===== config.mk =====
export PLATFORM = sky130hd
export DESIGN_NAME = z3_slave_ctrl_flat
export DESIGN_NICKNAME = d
export VERILOG_FILES = /design/src/rtl/z3_slave_ctrl_pkg.sv /design/src/rtl/z3_slave_ctrl_if.sv /design/src/rtl/z3_slave_ctrl_wait_ctr.sv /design/src/rtl/z3_slave_ctrl.sv /design/src/flat_wrapper.sv
export SDC_FILE = /design/constraint.sdc
export NUM_CORES = 1
export LEC_CHECK = 0
export CAP_MARGIN = 20
export CORE_MARGIN = 1.5
export CORE_UTILIZATION = 30
export DETAILED_ROUTE_END_ITERATION = 12
export PLACE_DENSITY = 0.62
export SLEW_MARGIN = 15
export SYNTH_ARGS = -nofsm -noshare
export SYNTH_HDL_FRONTEND = slang
export SYNTH_SLANG_ARGS = --single-unit
export TNS_END_PERCENT = 10

===== constraint.sdc =====
create_clock -name CLK -period 3.5 [get_ports CLK]
set_input_delay 0.525 -clock CLK [delete_from_list [all_inputs] [get_ports CLK]]
set_output_delay 0.525 -clock CLK [all_outputs]
set_load 0.01 [all_outputs]

===== src/rtl/z3_slave_ctrl_pkg.sv =====
// Shared constants, state encoding and output bundle for the Zorro III slave controller.
package z3_slave_ctrl_pkg;

   localparam int unsigned CTR_W        = 8;
   localparam int unsigned ROM_WAIT_DEF = 3;
   localparam int unsigned TIMEOUT_DEF  = 255;

   localparam logic [1:0] ST_IDLE = 2'd0;
   localparam logic [1:0] ST_ADDR = 2'd1;
   localparam logic [1:0] ST_DATA = 2'd2;
   localparam logic [1:0] ST_ACK  = 2'd3;

   typedef struct packed {
      logic slave_n;
      logic slave_cycle;
      logic scsi_cycle;
      logic rom_cycle;
      logic doe;
      logic dtack_n;
      logic berr_n;
   } outs_t;

   localparam outs_t OUTS_RST = '{slave_n: 1'b1, slave_cycle: 1'b0, scsi_cycle: 1'b0,
                                  rom_cycle: 1'b0, doe: 1'b0, dtack_n: 1'b1, berr_n: 1'b1};

   // Any active (low) data strobe marks the start of the data phase.
   function automatic logic ds_active(input logic [3:0] ds_n);
      return ~&ds_n;
   endfunction

endpackage


===== src/rtl/z3_slave_ctrl_if.sv =====
// Zorro III slave-side bus bundle between the CPU-facing decode and the slave controller.
interface z3_slave_ctrl_if;

   logic       FCS_n;
   logic       MATCH;
   logic       SCSI_SEL;
   logic       READ;
   logic [3:0] DS_n;
   logic       SCSI_STERM_n;
   logic       SLAVE_n;
   logic       slave_cycle;
   logic       scsi_cycle;
   logic       rom_cycle;
   logic       DOE;
   logic       DTACK_n;
   logic       BERR_n;

   modport slave (
      input  FCS_n, MATCH, SCSI_SEL, READ, DS_n, SCSI_STERM_n,
      output SLAVE_n, slave_cycle, scsi_cycle, rom_cycle, DOE, DTACK_n, BERR_n
   );

   modport master (
      output FCS_n, MATCH, SCSI_SEL, READ, DS_n, SCSI_STERM_n,
      input  SLAVE_n, slave_cycle, scsi_cycle, rom_cycle, DOE, DTACK_n, BERR_n
   );

endinterface


===== src/rtl/z3_slave_ctrl_wait_ctr.sv =====
// Shared down-counter for the ROM wait and the SCSI timeout; load wins over decrement.
module slave_wait_ctr #(
   parameter int unsigned W = 8
) (
   input  logic         clk,
   input  logic         rst_n,
   input  logic         i_load,
   input  logic [W-1:0] i_load_val,
   input  logic         i_en,
   output logic         o_zero_c
);

   logic [W-1:0] r_cnt;

   always_ff @(posedge clk) begin
      if (!rst_n) begin
         r_cnt <= '0;
      end else if (i_load) begin
         r_cnt <= i_load_val;
      end else if (i_en && (r_cnt != '0)) begin
         r_cnt <= r_cnt - W'(1);
      end
   end

   assign o_zero_c = (r_cnt == '0);

endmodule


===== src/rtl/z3_slave_ctrl.sv =====
// Zorro III slave-cycle controller for the A4092: qualifies accesses, times ROM/SCSI data phases.
// Optional SLAVE_TIMEOUT_EN adds a BERR_n-terminating timeout on SCSI cycles lacking STERM.
module z3_slave_ctrl
   import z3_slave_ctrl_pkg::*;
#(
   parameter int unsigned ROM_WAIT = ROM_WAIT_DEF
`ifdef SLAVE_TIMEOUT_EN
   ,
   parameter int unsigned TIMEOUT_CYCLES = TIMEOUT_DEF
`endif
) (
   input  logic            CLK,
   input  logic            IORST_n,
   z3_slave_ctrl_if.slave  bus
);

   logic [1:0]       r_state;
   logic [1:0]       w_state_nxt;
   logic             r_sel;
   logic             w_sel_nxt;
   outs_t            r_outs;
   outs_t            w_outs_nxt;
   logic             w_ctr_load;
   logic [CTR_W-1:0] w_ctr_val;
   logic             w_ctr_en;
   logic             w_ctr_zero;
   logic             w_timeout;

   slave_wait_ctr #(.W(CTR_W)) u_wait_ctr (
      .clk        (CLK),
      .rst_n      (IORST_n),
      .i_load     (w_ctr_load),
      .i_load_val (w_ctr_val),
      .i_en       (w_ctr_en),
      .o_zero_c   (w_ctr_zero)
   );

   always_ff @(posedge CLK) begin
      if (!IORST_n) begin
         r_state <= ST_IDLE;
         r_sel   <= 1'b0;
         r_outs  <= OUTS_RST;
      end else begin
         r_state <= w_state_nxt;
         r_sel   <= w_sel_nxt;
         r_outs  <= w_outs_nxt;
      end
   end

   // Next state plus next registered outputs, derived from the state being entered.
   always_comb begin
      w_state_nxt = r_state;
      w_sel_nxt   = r_sel;
      w_ctr_load  = 1'b0;
      w_ctr_val   = '0;
      w_ctr_en    = 1'b0;
      w_timeout   = 1'b0;
      w_outs_nxt  = OUTS_RST;

      case (r_state)
         ST_IDLE: begin
            if (!bus.FCS_n && bus.MATCH) begin
               w_state_nxt = ST_ADDR;
               w_sel_nxt   = bus.SCSI_SEL;
            end
         end
         ST_ADDR: begin
            if (bus.FCS_n) begin
               w_state_nxt = ST_IDLE;
            end else if (ds_active(bus.DS_n)) begin
               w_state_nxt = ST_DATA;
               w_ctr_load  = 1'b1;
               if (!r_sel) begin
                  w_ctr_val = CTR_W'(ROM_WAIT - 1);
               end
`ifdef SLAVE_TIMEOUT_EN
               else begin
                  w_ctr_val = CTR_W'(TIMEOUT_CYCLES - 1);
               end
`endif
            end
         end
         ST_DATA: begin
            // Abort beats a same-cycle STERM or counter expiry.
            if (bus.FCS_n) begin
               w_state_nxt = ST_IDLE;
            end else if (r_sel) begin
               if (!bus.SCSI_STERM_n) begin
                  w_state_nxt = ST_ACK;
               end
`ifdef SLAVE_TIMEOUT_EN
               else if (w_ctr_zero) begin
                  w_state_nxt = ST_ACK;
                  w_timeout   = 1'b1;
               end else begin
                  w_ctr_en = 1'b1;
               end
`endif
            end else if (w_ctr_zero) begin
               w_state_nxt = ST_ACK;
            end else begin
               w_ctr_en = 1'b1;
            end
         end
         ST_ACK: begin
            if (bus.FCS_n) begin
               w_state_nxt = ST_IDLE;
            end
         end
         default: begin
            w_state_nxt = ST_IDLE;
         end
      endcase

      if (w_state_nxt != ST_IDLE) begin
         w_outs_nxt.slave_n     = 1'b0;
         w_outs_nxt.slave_cycle = 1'b1;
      end
      if ((w_state_nxt == ST_DATA) || (w_state_nxt == ST_ACK)) begin
         w_outs_nxt.doe        = 1'b1;
         w_outs_nxt.scsi_cycle = w_sel_nxt;
         w_outs_nxt.rom_cycle  = ~w_sel_nxt;
      end
      // BERR_n is decided on ACK entry and held until the cycle ends.
      if (w_state_nxt == ST_ACK) begin
         w_outs_nxt.dtack_n = 1'b0;
         w_outs_nxt.berr_n  = (r_state == ST_ACK) ? r_outs.berr_n : ~w_timeout;
      end
   end

   assign bus.SLAVE_n     = r_outs.slave_n;
   assign bus.slave_cycle = r_outs.slave_cycle;
   assign bus.scsi_cycle  = r_outs.scsi_cycle;
   assign bus.rom_cycle   = r_outs.rom_cycle;
   assign bus.DOE         = r_outs.doe;
   assign bus.DTACK_n     = r_outs.dtack_n;
   assign bus.BERR_n      = r_outs.berr_n;

endmodule


===== src/flat_wrapper.sv =====
// flat-port wrapper written by rule: the top's interface ports become plain ports
module z3_slave_ctrl_flat import z3_slave_ctrl_pkg::*;
#(
   parameter int unsigned ROM_WAIT = ROM_WAIT_DEF

)
  (CLK, IORST_n, bus_FCS_n, bus_MATCH, bus_SCSI_SEL, bus_READ, bus_DS_n, bus_SCSI_STERM_n, bus_SLAVE_n, bus_slave_cycle, bus_scsi_cycle, bus_rom_cycle, bus_DOE, bus_DTACK_n, bus_BERR_n);
  z3_slave_ctrl_if bus_i ();
  input  logic CLK;
  input  logic IORST_n;
  input wire logic [$bits(bus_i.FCS_n)-1:0] bus_FCS_n;
  input wire logic [$bits(bus_i.MATCH)-1:0] bus_MATCH;
  input wire logic [$bits(bus_i.SCSI_SEL)-1:0] bus_SCSI_SEL;
  input wire logic [$bits(bus_i.READ)-1:0] bus_READ;
  input wire logic [$bits(bus_i.DS_n)-1:0] bus_DS_n;
  input wire logic [$bits(bus_i.SCSI_STERM_n)-1:0] bus_SCSI_STERM_n;
  output wire logic [$bits(bus_i.SLAVE_n)-1:0] bus_SLAVE_n;
  output wire logic [$bits(bus_i.slave_cycle)-1:0] bus_slave_cycle;
  output wire logic [$bits(bus_i.scsi_cycle)-1:0] bus_scsi_cycle;
  output wire logic [$bits(bus_i.rom_cycle)-1:0] bus_rom_cycle;
  output wire logic [$bits(bus_i.DOE)-1:0] bus_DOE;
  output wire logic [$bits(bus_i.DTACK_n)-1:0] bus_DTACK_n;
  output wire logic [$bits(bus_i.BERR_n)-1:0] bus_BERR_n;
  assign bus_i.FCS_n = bus_FCS_n;
  assign bus_i.MATCH = bus_MATCH;
  assign bus_i.SCSI_SEL = bus_SCSI_SEL;
  assign bus_i.READ = bus_READ;
  assign bus_i.DS_n = bus_DS_n;
  assign bus_i.SCSI_STERM_n = bus_SCSI_STERM_n;
  assign bus_SLAVE_n = bus_i.SLAVE_n;
  assign bus_slave_cycle = bus_i.slave_cycle;
  assign bus_scsi_cycle = bus_i.scsi_cycle;
  assign bus_rom_cycle = bus_i.rom_cycle;
  assign bus_DOE = bus_i.DOE;
  assign bus_DTACK_n = bus_i.DTACK_n;
  assign bus_BERR_n = bus_i.BERR_n;
  z3_slave_ctrl #(.ROM_WAIT(ROM_WAIT)) u_core (.CLK(CLK), .IORST_n(IORST_n), .bus(bus_i));
endmodule

==> results.txt, run 1 <==
Worst path arrival time: 2.35 ns
Count of buffers from port buffering: 15
Share of power burned in the clock network: 0.306
Number of flip-flops and latches in the synthesized netlist: 17
HPWL reported at the end of detailed placement: 1080 microns
First-pass GRT wire length: 2421 microns
CTS tree: done
Period utilization: 0.6085
Count of cells resized by post-cts repair: 0
Number of top-level pins: 18
Most frequent cells in the layout: dfxtp_1 (17), clkdlybuf4s50_1 (15), nor2_1 (12)
Leakage dissipation: 0.3441 nW
GRT Resource Usage Total: 0.1237
Hold-critical path endpoint: u_core.u_wait_ctr.r_cnt[3]
Clock Sinks: 17
Headroom to the max-slew limit: 0.5973
Depth of the worst register-to-register path: 6
Area growth syn-to-layout: 26.89%
Area of the mapped netlist: 744.5 sq um
Post-Synthesis Mean Instance Area: 9.079 sq um
Number of failing setup endpoints in the final timing report: 0
Drt wl/cell: 10.96 microns
Synthesized-area fraction occupied by and/or/nand/nor cells: 0.2538
Capture instance of the worst register-to-register path: u_core.u_wait_ctr.r_cnt[6]
Highest clock frequency the design can meet: 469.5 MHz
Width of the die: 52.82 microns
Most frequently used flop master after synthesis: dfxtp_1
DR DRC count: 0
Slew at the pin with the worst max-slew slack: 0.5957 ns
Logic gate share of total power: 0.098
Final weighted congestion in routability-driven placement: 0.7330
Area of the placeable core: 2276 sq um
Sort of element at the start of the critical path: input pin
Required time of the worst setup path: 3.72 ns
Clock network latency to the later pin of the worst-skew pair: 0.28 ns
Multiplexer area fraction after synthesis: 0.02689
Power per cell area: 355.3 nW/um^2
Chip Height: 52.82 microns
Drt via density: 4.913
Sequential cell area fraction in the yosys report: 0.4571
Minimum clock period: 2.130 ns
Count of final hold-check violations: 0
Initial detailed-routing violation count: 10
Count of different cell masters after synthesis: 34
Antenna diodes: 0
Setup Crit Path Kind: in -> reg
Initial core utilization: 0.3271
Pin count of the biggest net entering global routing: 10
Clock buffer count from CTS: 3
Post-CTS setup buffer count: 0
Fraction of registers with async set or reset after synthesis: 0
CTS H-Tree Depth: 1
Adder-cell share of the synthesized area: 0.01681
Die Area: 2789 sq um
Overall power of the completed layout: 335.7 uW
Initial antenna violation count: 0
Reported max-cap violation count: 0
Worst clock skew: 0.003905 ns
XOR/XNOR Fraction of Synth Area: 0.04706
Fraction of layout cells with a size suffix above 1: 0.05051
Total of warnings raised by yosys: 0
Worst reg-to-reg setup slack: 1.63 ns
Largest family of logic cells by synthesized area: simple AND/OR/NAND/NOR gates
Net switching power: 75.66 uW
Setup repair after global routing missed its margin: false
Startpoint of the worst register-to-register path: u_core.u_wait_ctr.r_cnt[0]
Compound-cell area share of the yosys netlist: 0.1529
Most common cell after layout, fill and taps aside: dfxtp_1
Count of nets left with antenna violations after detail routing: 0
Count of flip-flops with a built-in enable after synthesis: 0
Number of max-slew violations in the final report: 0
Result of the run: finished clean
Remaining global-route overflow: 0
Sequential cell fraction of total power: 0.597
Number of global-route vias before repair: 562
Clock-pin transition on the worst setup and hold timing paths: 0.10 ns
Number of hold buffers added after cts: 0
Master cell of the clock root buffer: clkbuf_4
Worst Path Max Fanout: 5
Std cell rows: 17
Class of the most critical hold timing path: reg -> reg
Internal power component: 260.0 uW
Final net count: 112
Sw Share: 0.2254
Source of the worst hold timing path: u_core.u_wait_ctr.r_cnt[3]
Endpoint class of the critical path: flop
Setup TNS: 0 ns
Total vias in the final route: 624
Hold path depth: 2
Post-Syn Instances: 82
Number of buffers on the longest clock path: 2
Final wirelength: 1392 microns
Syn_nets: 94
First-pass DRT Iterations: 4
Largest voltage drop on the vdd net: 0.1740 mV
kinds of logic after synthesis:
logic type      count (synthesis)
compound gates                 16
buf+inv                         7
fa+ha+maj                       1
mux                             2
other cells                     1
xor+xnor                        4
flops                          17
simple gates                   34
worst max path at each step:
stage                         start                          to
final                     bus_FCS_n  u_core.u_wait_ctr.r_cnt[5]
after global routing      bus_FCS_n  u_core.u_wait_ctr.r_cnt[5]
after CTS                 bus_FCS_n  u_core.u_wait_ctr.r_cnt[5]
after detailed placement  bus_FCS_n  u_core.u_wait_ctr.r_cnt[5]
after global placement    bus_FCS_n  u_core.u_wait_ctr.r_cnt[5]
after floorplan           bus_FCS_n  u_core.u_wait_ctr.r_cnt[5]
Yosys cell counts (all sizes together) (2+ instances only):
| cell type | count | area, sq um |
|---|---|---|
| o21a | 2 | 15.01 |
| nor4 | 2 | 12.51 |
| a21oi | 4 | 20.02 |
| nor2 | 12 | 45.04 |
| dfxtp | 17 | 340.3 |
| xnor2 | 3 | 26.28 |
| mux2i | 2 | 20.02 |
| o21ai | 2 | 10.01 |
| inv | 5 | 18.77 |
| nand2b | 2 | 12.51 |
| nor2b | 2 | 12.51 |
| nand3 | 2 | 10.01 |
| nor3 | 3 | 15.01 |
| or4 | 2 | 15.01 |
| o211ai | 2 | 15.01 |
| or3 | 2 | 12.51 |
critical path: stages:
cell,delay (ns)
clkdlybuf4s50_1,0.48
or4b_4,0.58
a211o_1,0.32
or3_1,0.31
a21oi_1,0.13
final cells by class:
class	instances	area, sq um
inverters	5	18.77
flip-flops and latches	17	340.3
multi-input cells	58	374.1
repair buffers	15	150.1
fillers	221	1331
well taps	28	35.03
clock buffers	4	26.28
power groups by stage:
stage               Sequential (mW)  Clock, mW  Combinational, mW
floorplan                     0.205          0             0.0153
detailed placement            0.205          0             0.0331
CTS                           0.200      0.109             0.0332
global placement              0.205          0             0.0329
global route                  0.201      0.117             0.0369
finish                        0.200      0.103             0.0328
layer usage:
layer | share of wire | global-route usage
met5 | 0 | 0
met4 | 0.019 | 0.1154
met3 | 0.022 | 0.01714
met2 | 0.49 | 0.1667
met1 | 0.47 | 0.1649
sequential cells by signal, summed over array words and instances (netlist names):
signal	count
u_core.u_wait_ctr.r_cnt	8
u_core.bus.DOE	1
u_core.bus.SLAVE_n	1
u_core.bus.rom_cycle	1
u_core.bus.DTACK_n	1
u_core.r_state	2
u_core.bus.scsi_cycle	1
u_core.r_sel	1
u_core.bus.slave_cycle	1
per-stage QoR:
stage	setup slack, ns	util	hold slack, ns	instances	instance area (sq um)
floorplan	1.658	-	0.4420	82	744.5
global placement	1.088	0.4035	0.4591	123	918.4
detailed placement	1.079	0.4035	0.4788	123	918.4
CTS	1.384	0.4151	0.4930	127	944.7
global route	1.267	0.4151	0.5121	127	944.7
finish	1.370	0.4151	0.4955	127	944.7
(Power assumes the default switching activity.)
==> run 2: changes to the inputs <==
clock period = 2.12 ns   (was 3.5 ns; I/O delays follow)
==> results.txt, run 2 (same netlist as run 1, synthesis figures left out) <==
Result of the run: finished clean
Minimum clock period: 1.885 ns
Filler cell count in the final layout: 213
Initial antenna violation count: 0
Number of hold buffers added after cts: 0
Initial core utilization: 0.3271
Final weighted congestion in routability-driven placement: 0.7977
Period utilization: 0.8894
Chip Height: 52.82 microns
Maximum cell stage delay along the critical path: 0.55 ns
CTS tree: done
Leading registers by flop count: u_core.u_wait_ctr.r_cnt (8), u_core.r_state (2)
Clock-pin transition on the worst setup and hold timing paths: 0.10 ns
Setup TNS: 0 ns
Required time of the worst setup path: 2.30 ns
Drt via density: 4.885
Final wirelength: 1509 microns
Largest voltage drop on the vdd net: 0.2842 mV
GRT Resource Usage Total: 0.1210
Count of final hold-check violations: 0
Endpoint class of the critical path: flop
Die Area: 2789 sq um
Count of buffers from port buffering: 15
First-pass DRT Iterations: 4
Number of max-slew violations in the final report: 0
Placed cell areas: 948.4 sq um
Startpoint of the worst register-to-register path: u_core.u_wait_ctr.r_cnt[0]
Hold slack: 0.4866 ns
Number of top-level pins: 18
Origin of the worst setup path: u_core.u_wait_ctr.r_cnt[0]
Number of global-route vias before repair: 578
Largest Register: u_core.u_wait_ctr.r_cnt
First-pass GRT wire length: 2484 microns
Clock buffer count from CTS: 3
Source of the worst hold timing path: u_core.u_wait_ctr.r_cnt[3]
Antenna diodes: 0
Worst Path Max Fanout: 7
Fraction of layout cells with a size suffix above 1: 0.08738
Most common cell after layout, fill and taps aside: dfxtp_1
Highest clock frequency the design can meet: 530.4 MHz
Clock network latency to the later pin of the worst-skew pair: 0.29 ns
Post-Place Cells: 127
Count of cells resized by post-cts repair: 0
Setup Crit Path Kind: reg -> reg
Worst clock skew: 0.01018 ns
Final instance area: 974.7 sq um
Depth of the worst register-to-register path: 6
Cell-by-cell trace of the critical path: inv_1 -> ha_1 -> or3b_2 -> nor4_1 -> mux2i_1 -> nor2_1
Sort of element at the start of the critical path: flop
Clock Sinks: 17
Reported max-cap violation count: 0
DR DRC count: 0
Master cell of the clock root buffer: clkbuf_4
Area of the placeable core: 2276 sq um
Hold path depth: 2
Bufs and invs on worst path: 1
Class of the most critical hold timing path: reg -> reg
Top cell family by delay on the critical path: simple AND/OR/NAND/NOR gates
Finished Layout Cells: 131
Pin count of the biggest net entering global routing: 10
CTS H-Tree Depth: 1
Capture instance of the worst register-to-register path: u_core.u_wait_ctr.r_cnt[6]
Total vias in the final route: 640
Worst setup slack after layout: 0.2346 ns
Max FFs per register: 8
Worst reg-to-reg setup slack: 0.23 ns
Most frequent cells in the layout: dfxtp_1 (17), clkdlybuf4s50_1 (15), nor2_1 (12)
Leakage dissipation: 0.3627 nW
Initial detailed-routing violation count: 15
Setup repair after global routing missed its margin: false
Area growth syn-to-layout: 30.92%
Std cell rows: 17
Number of failing setup endpoints in the final timing report: 0
Power per cell area: 574.3 nW/um^2
HPWL reported at the end of detailed placement: 1142 microns
Number of buffers on the longest clock path: 2
Post-CTS setup buffer count: 0
Width of the die: 52.82 microns
Slowest cell on the critical path: or3b_2
Post-placement worst setup slack: -0.001641 ns
Count of nets left with antenna violations after detail routing: 0
Worst path arrival time: 2.07 ns
Final net count: 116
Drt wl/cell: 11.52 microns
Hold-critical path endpoint: u_core.u_wait_ctr.r_cnt[3]
Remaining global-route overflow: 0
[run 2: cell types whose count changed in the layout (fill, tap and decap cells not counted)]
cell / before / now
buf_4: 0 / 4
[run 2: metrics by stage]
stage / utilization / power, mW
after floorplan: - / 0.3638
after CTS: 0.4283 / 0.5659
after detailed placement: 0.4167 / 0.3951
after global routing: 0.4283 / 0.5848
after global placement: 0.4167 / 0.3944
final: 0.4283 / 0.5598
[run 2: worst max-delay path by stage]
stage | end | cells after the start
after floorplan | u_core.u_wait_ctr.r_cnt[1] | 7
after global placement | u_core.u_wait_ctr.r_cnt[6] | 6
after detailed placement | u_core.u_wait_ctr.r_cnt[5] | 5
after CTS | u_core.u_wait_ctr.r_cnt[6] | 6
after global routing | u_core.u_wait_ctr.r_cnt[6] | 6
final | u_core.u_wait_ctr.r_cnt[6] | 6
[run 2: worst reg2reg max path, stage by stage, from the launching register on]
cell	delay, ns
dfxtp_1	0.35
inv_1	0.06
ha_1	0.22
or3b_2	0.55
nor4_1	0.33
mux2i_1	0.22
nor2_1	0.05
[run 2: power by group]
group          switching [mW]  internal (mW)
logic                  0.0244         0.0326
clock network          0.0992         0.0730
registers             0.00522          0.325
total                   0.129          0.431
[run 2: layer usage]
metal / up-vias / wire, microns / global-route usage
met5: - / 0 / 0
met4: 0 / 19 / 0.06410
met3: 2 / 34 / 0.01714
met2: 9 / 695 / 0.1667
met1: 295 / 760 / 0.1783
li1: 334 / - / -
[run 2: area by class of cell]
| cell class | count | area, sq um | area share |
|---|---|---|---|
| Timing Repair Buffer | 19 | 180.2 | 0.1849 |
| Inverter | 5 | 18.77 | 0.01926 |
| Tap cell | 28 | 35.03 | 0.03594 |
| Multi-Input combinational cell | 58 | 374.1 | 0.3838 |
| Sequential cell | 17 | 340.3 | 0.3492 |
| Clock buffer | 4 | 26.28 | 0.02696 |
==> run 3: changes to the inputs <==
CORE_MARGIN = not set   (was 1.5)
==> results.txt, run 3 (same netlist as run 1, synthesis figures left out) <==
Fraction of layout cells with a size suffix above 1: 0.08738
Initial antenna violation count: 0
CTS H-Tree Depth: 1
Final net count: 116
Minimum clock period: 1.880 ns
Final wirelength: 1512 microns
Leading registers by flop count: u_core.u_wait_ctr.r_cnt (8), u_core.r_state (2)
Number of failing setup endpoints in the final timing report: 0
Most common cell after layout, fill and taps aside: dfxtp_1
Highest clock frequency the design can meet: 532.0 MHz
Drt wl/cell: 11.54 microns
Sort of element at the start of the critical path: flop
Count of cells resized by post-cts repair: 0
Setup repair after global routing missed its margin: false
Overall power of the completed layout: 560.4 uW
Width of the die: 51.82 microns
Endpoint class of the critical path: flop
Power per cell area: 574.9 nW/um^2
Final instance area: 974.7 sq um
Clock buffer count from CTS: 3
Leakage dissipation: 0.3627 nW
Count of nets left with antenna violations after detail routing: 0
Worst path arrival time: 2.06 ns
Number of global-route vias before repair: 556
Number of top-level pins: 18
Worst Path Max Fanout: 7
Filler cell count in the final layout: 216
Drt via density: 4.802
Most frequent cells in the layout: dfxtp_1 (17), clkdlybuf4s50_1 (15), nor2_1 (12)
Worst reg-to-reg setup slack: 0.24 ns
Max FFs per register: 8
Busiest layer in global routing: met2
Area of the placeable core: 2276 sq um
Met2 usage in global routing: 0.1948
HPWL reported at the end of detailed placement: 1152 microns
Slowest cell on the critical path: or3b_2
Post-placement worst setup slack: -0.005922 ns
Storage element area: 340.3 sq um
Setup TNS: 0 ns
Count of buffers from port buffering: 15
Met1 global-route usage: 0.1464
Maximum cell stage delay along the critical path: 0.54 ns
Post-Place Cells: 127
Worst clock skew: 0.004519 ns
Final weighted congestion in routability-driven placement: 0.7521
Setup Crit Path Kind: reg -> reg
Post-CTS setup buffer count: 0
Largest voltage drop on the vdd net: 0.2141 mV
DR DRC count: 0
Clock Sinks: 17
Reported max-cap violation count: 0
Most frequent CP cell: o21a_1
Initial detailed-routing violation count: 16
Pin count of the biggest net entering global routing: 10
Final core utilization: 0.4283
Worst setup slack after layout: 0.2403 ns
Number of hold buffers added after cts: 0
Die Area: 2685 sq um
Clock network latency to the later pin of the worst-skew pair: 0.29 ns
Result of the run: finished clean
Number of buffers on the longest clock path: 2
Clock-pin transition on the worst setup and hold timing paths: 0.09 ns
First-pass DRT Iterations: 4
Master cell of the clock root buffer: clkbuf_4
Antenna diodes: 0
Hold slack: 0.4904 ns
Origin of the worst setup path: u_core.u_wait_ctr.r_cnt[0]
Startpoint of the worst register-to-register path: u_core.u_wait_ctr.r_cnt[0]
Total vias in the final route: 629
GRT Resource Usage Total: 0.1168
Multi-input combinational cell area: 374.1 sq um
First-pass GRT wire length: 2339 microns
Chip Height: 51.82 microns
Finished Layout Cells: 131
Required time of the worst setup path: 2.31 ns
Initial core utilization: 0.3271
Std cell rows: 17
Placed cell areas: 948.4 sq um
Met3 track demand over resource in global routing: 0.01754
Largest Register: u_core.u_wait_ctr.r_cnt
Period utilization: 0.8866
Cell-by-cell trace of the critical path: inv_1 -> ha_1 -> or3b_2 -> o21a_1 -> o211a_1 -> o21a_1
Count of final hold-check violations: 0
CTS tree: done
Source of the worst hold timing path: u_core.u_wait_ctr.r_cnt[3]
Class of the most critical hold timing path: reg -> reg
Number of max-slew violations in the final report: 0
Remaining global-route overflow: 0
Area growth syn-to-layout: 30.92%
[run 3: cell counts in the layout (fill, tap and decap cells not counted)]
No cell type changed its count.
[run 3: worst paths after layout]
path                           endpoint  cells past startpoint
max reg2reg  u_core.u_wait_ctr.r_cnt[1]                      6
min reg2reg  u_core.u_wait_ctr.r_cnt[3]                      2
max          u_core.u_wait_ctr.r_cnt[1]                      6
min          u_core.u_wait_ctr.r_cnt[3]                      2
[run 3: where the power goes]
| group | internal, mW | switching [mW] | total, mW |
|---|---|---|---|
| combinational | 0.0325 | 0.0245 | 0.0571 |
| clock | 0.0731 | 0.0991 | 0.172 |
| sequential | 0.325 | 0.00567 | 0.331 |
| total | 0.431 | 0.129 | 0.560 |
[run 3: cell type report]
cell class	instances	share of cell area
clock buffers	4	0.02696
inverters	5	0.01926
multi-input cells	58	0.3838
flip-flops and latches	17	0.3492
well taps	28	0.03594
repair buffers	19	0.1849
[run 3: layer usage]
metal,share of wire,up-vias
met5,0,-
met4,0.0086,0
met3,0.021,2
met2,0.49,8
met1,0.48,285
li1,-,334
[run 3: worst max-delay path, delay by kind of cell, from the launching register on]
family | cells | cell delay, ns
compound gates | 3 | 0.61
fa+ha+maj | 1 | 0.22
buf+inv | 1 | 0.07
flops | 1 | 0.35
simple gates | 1 | 0.54
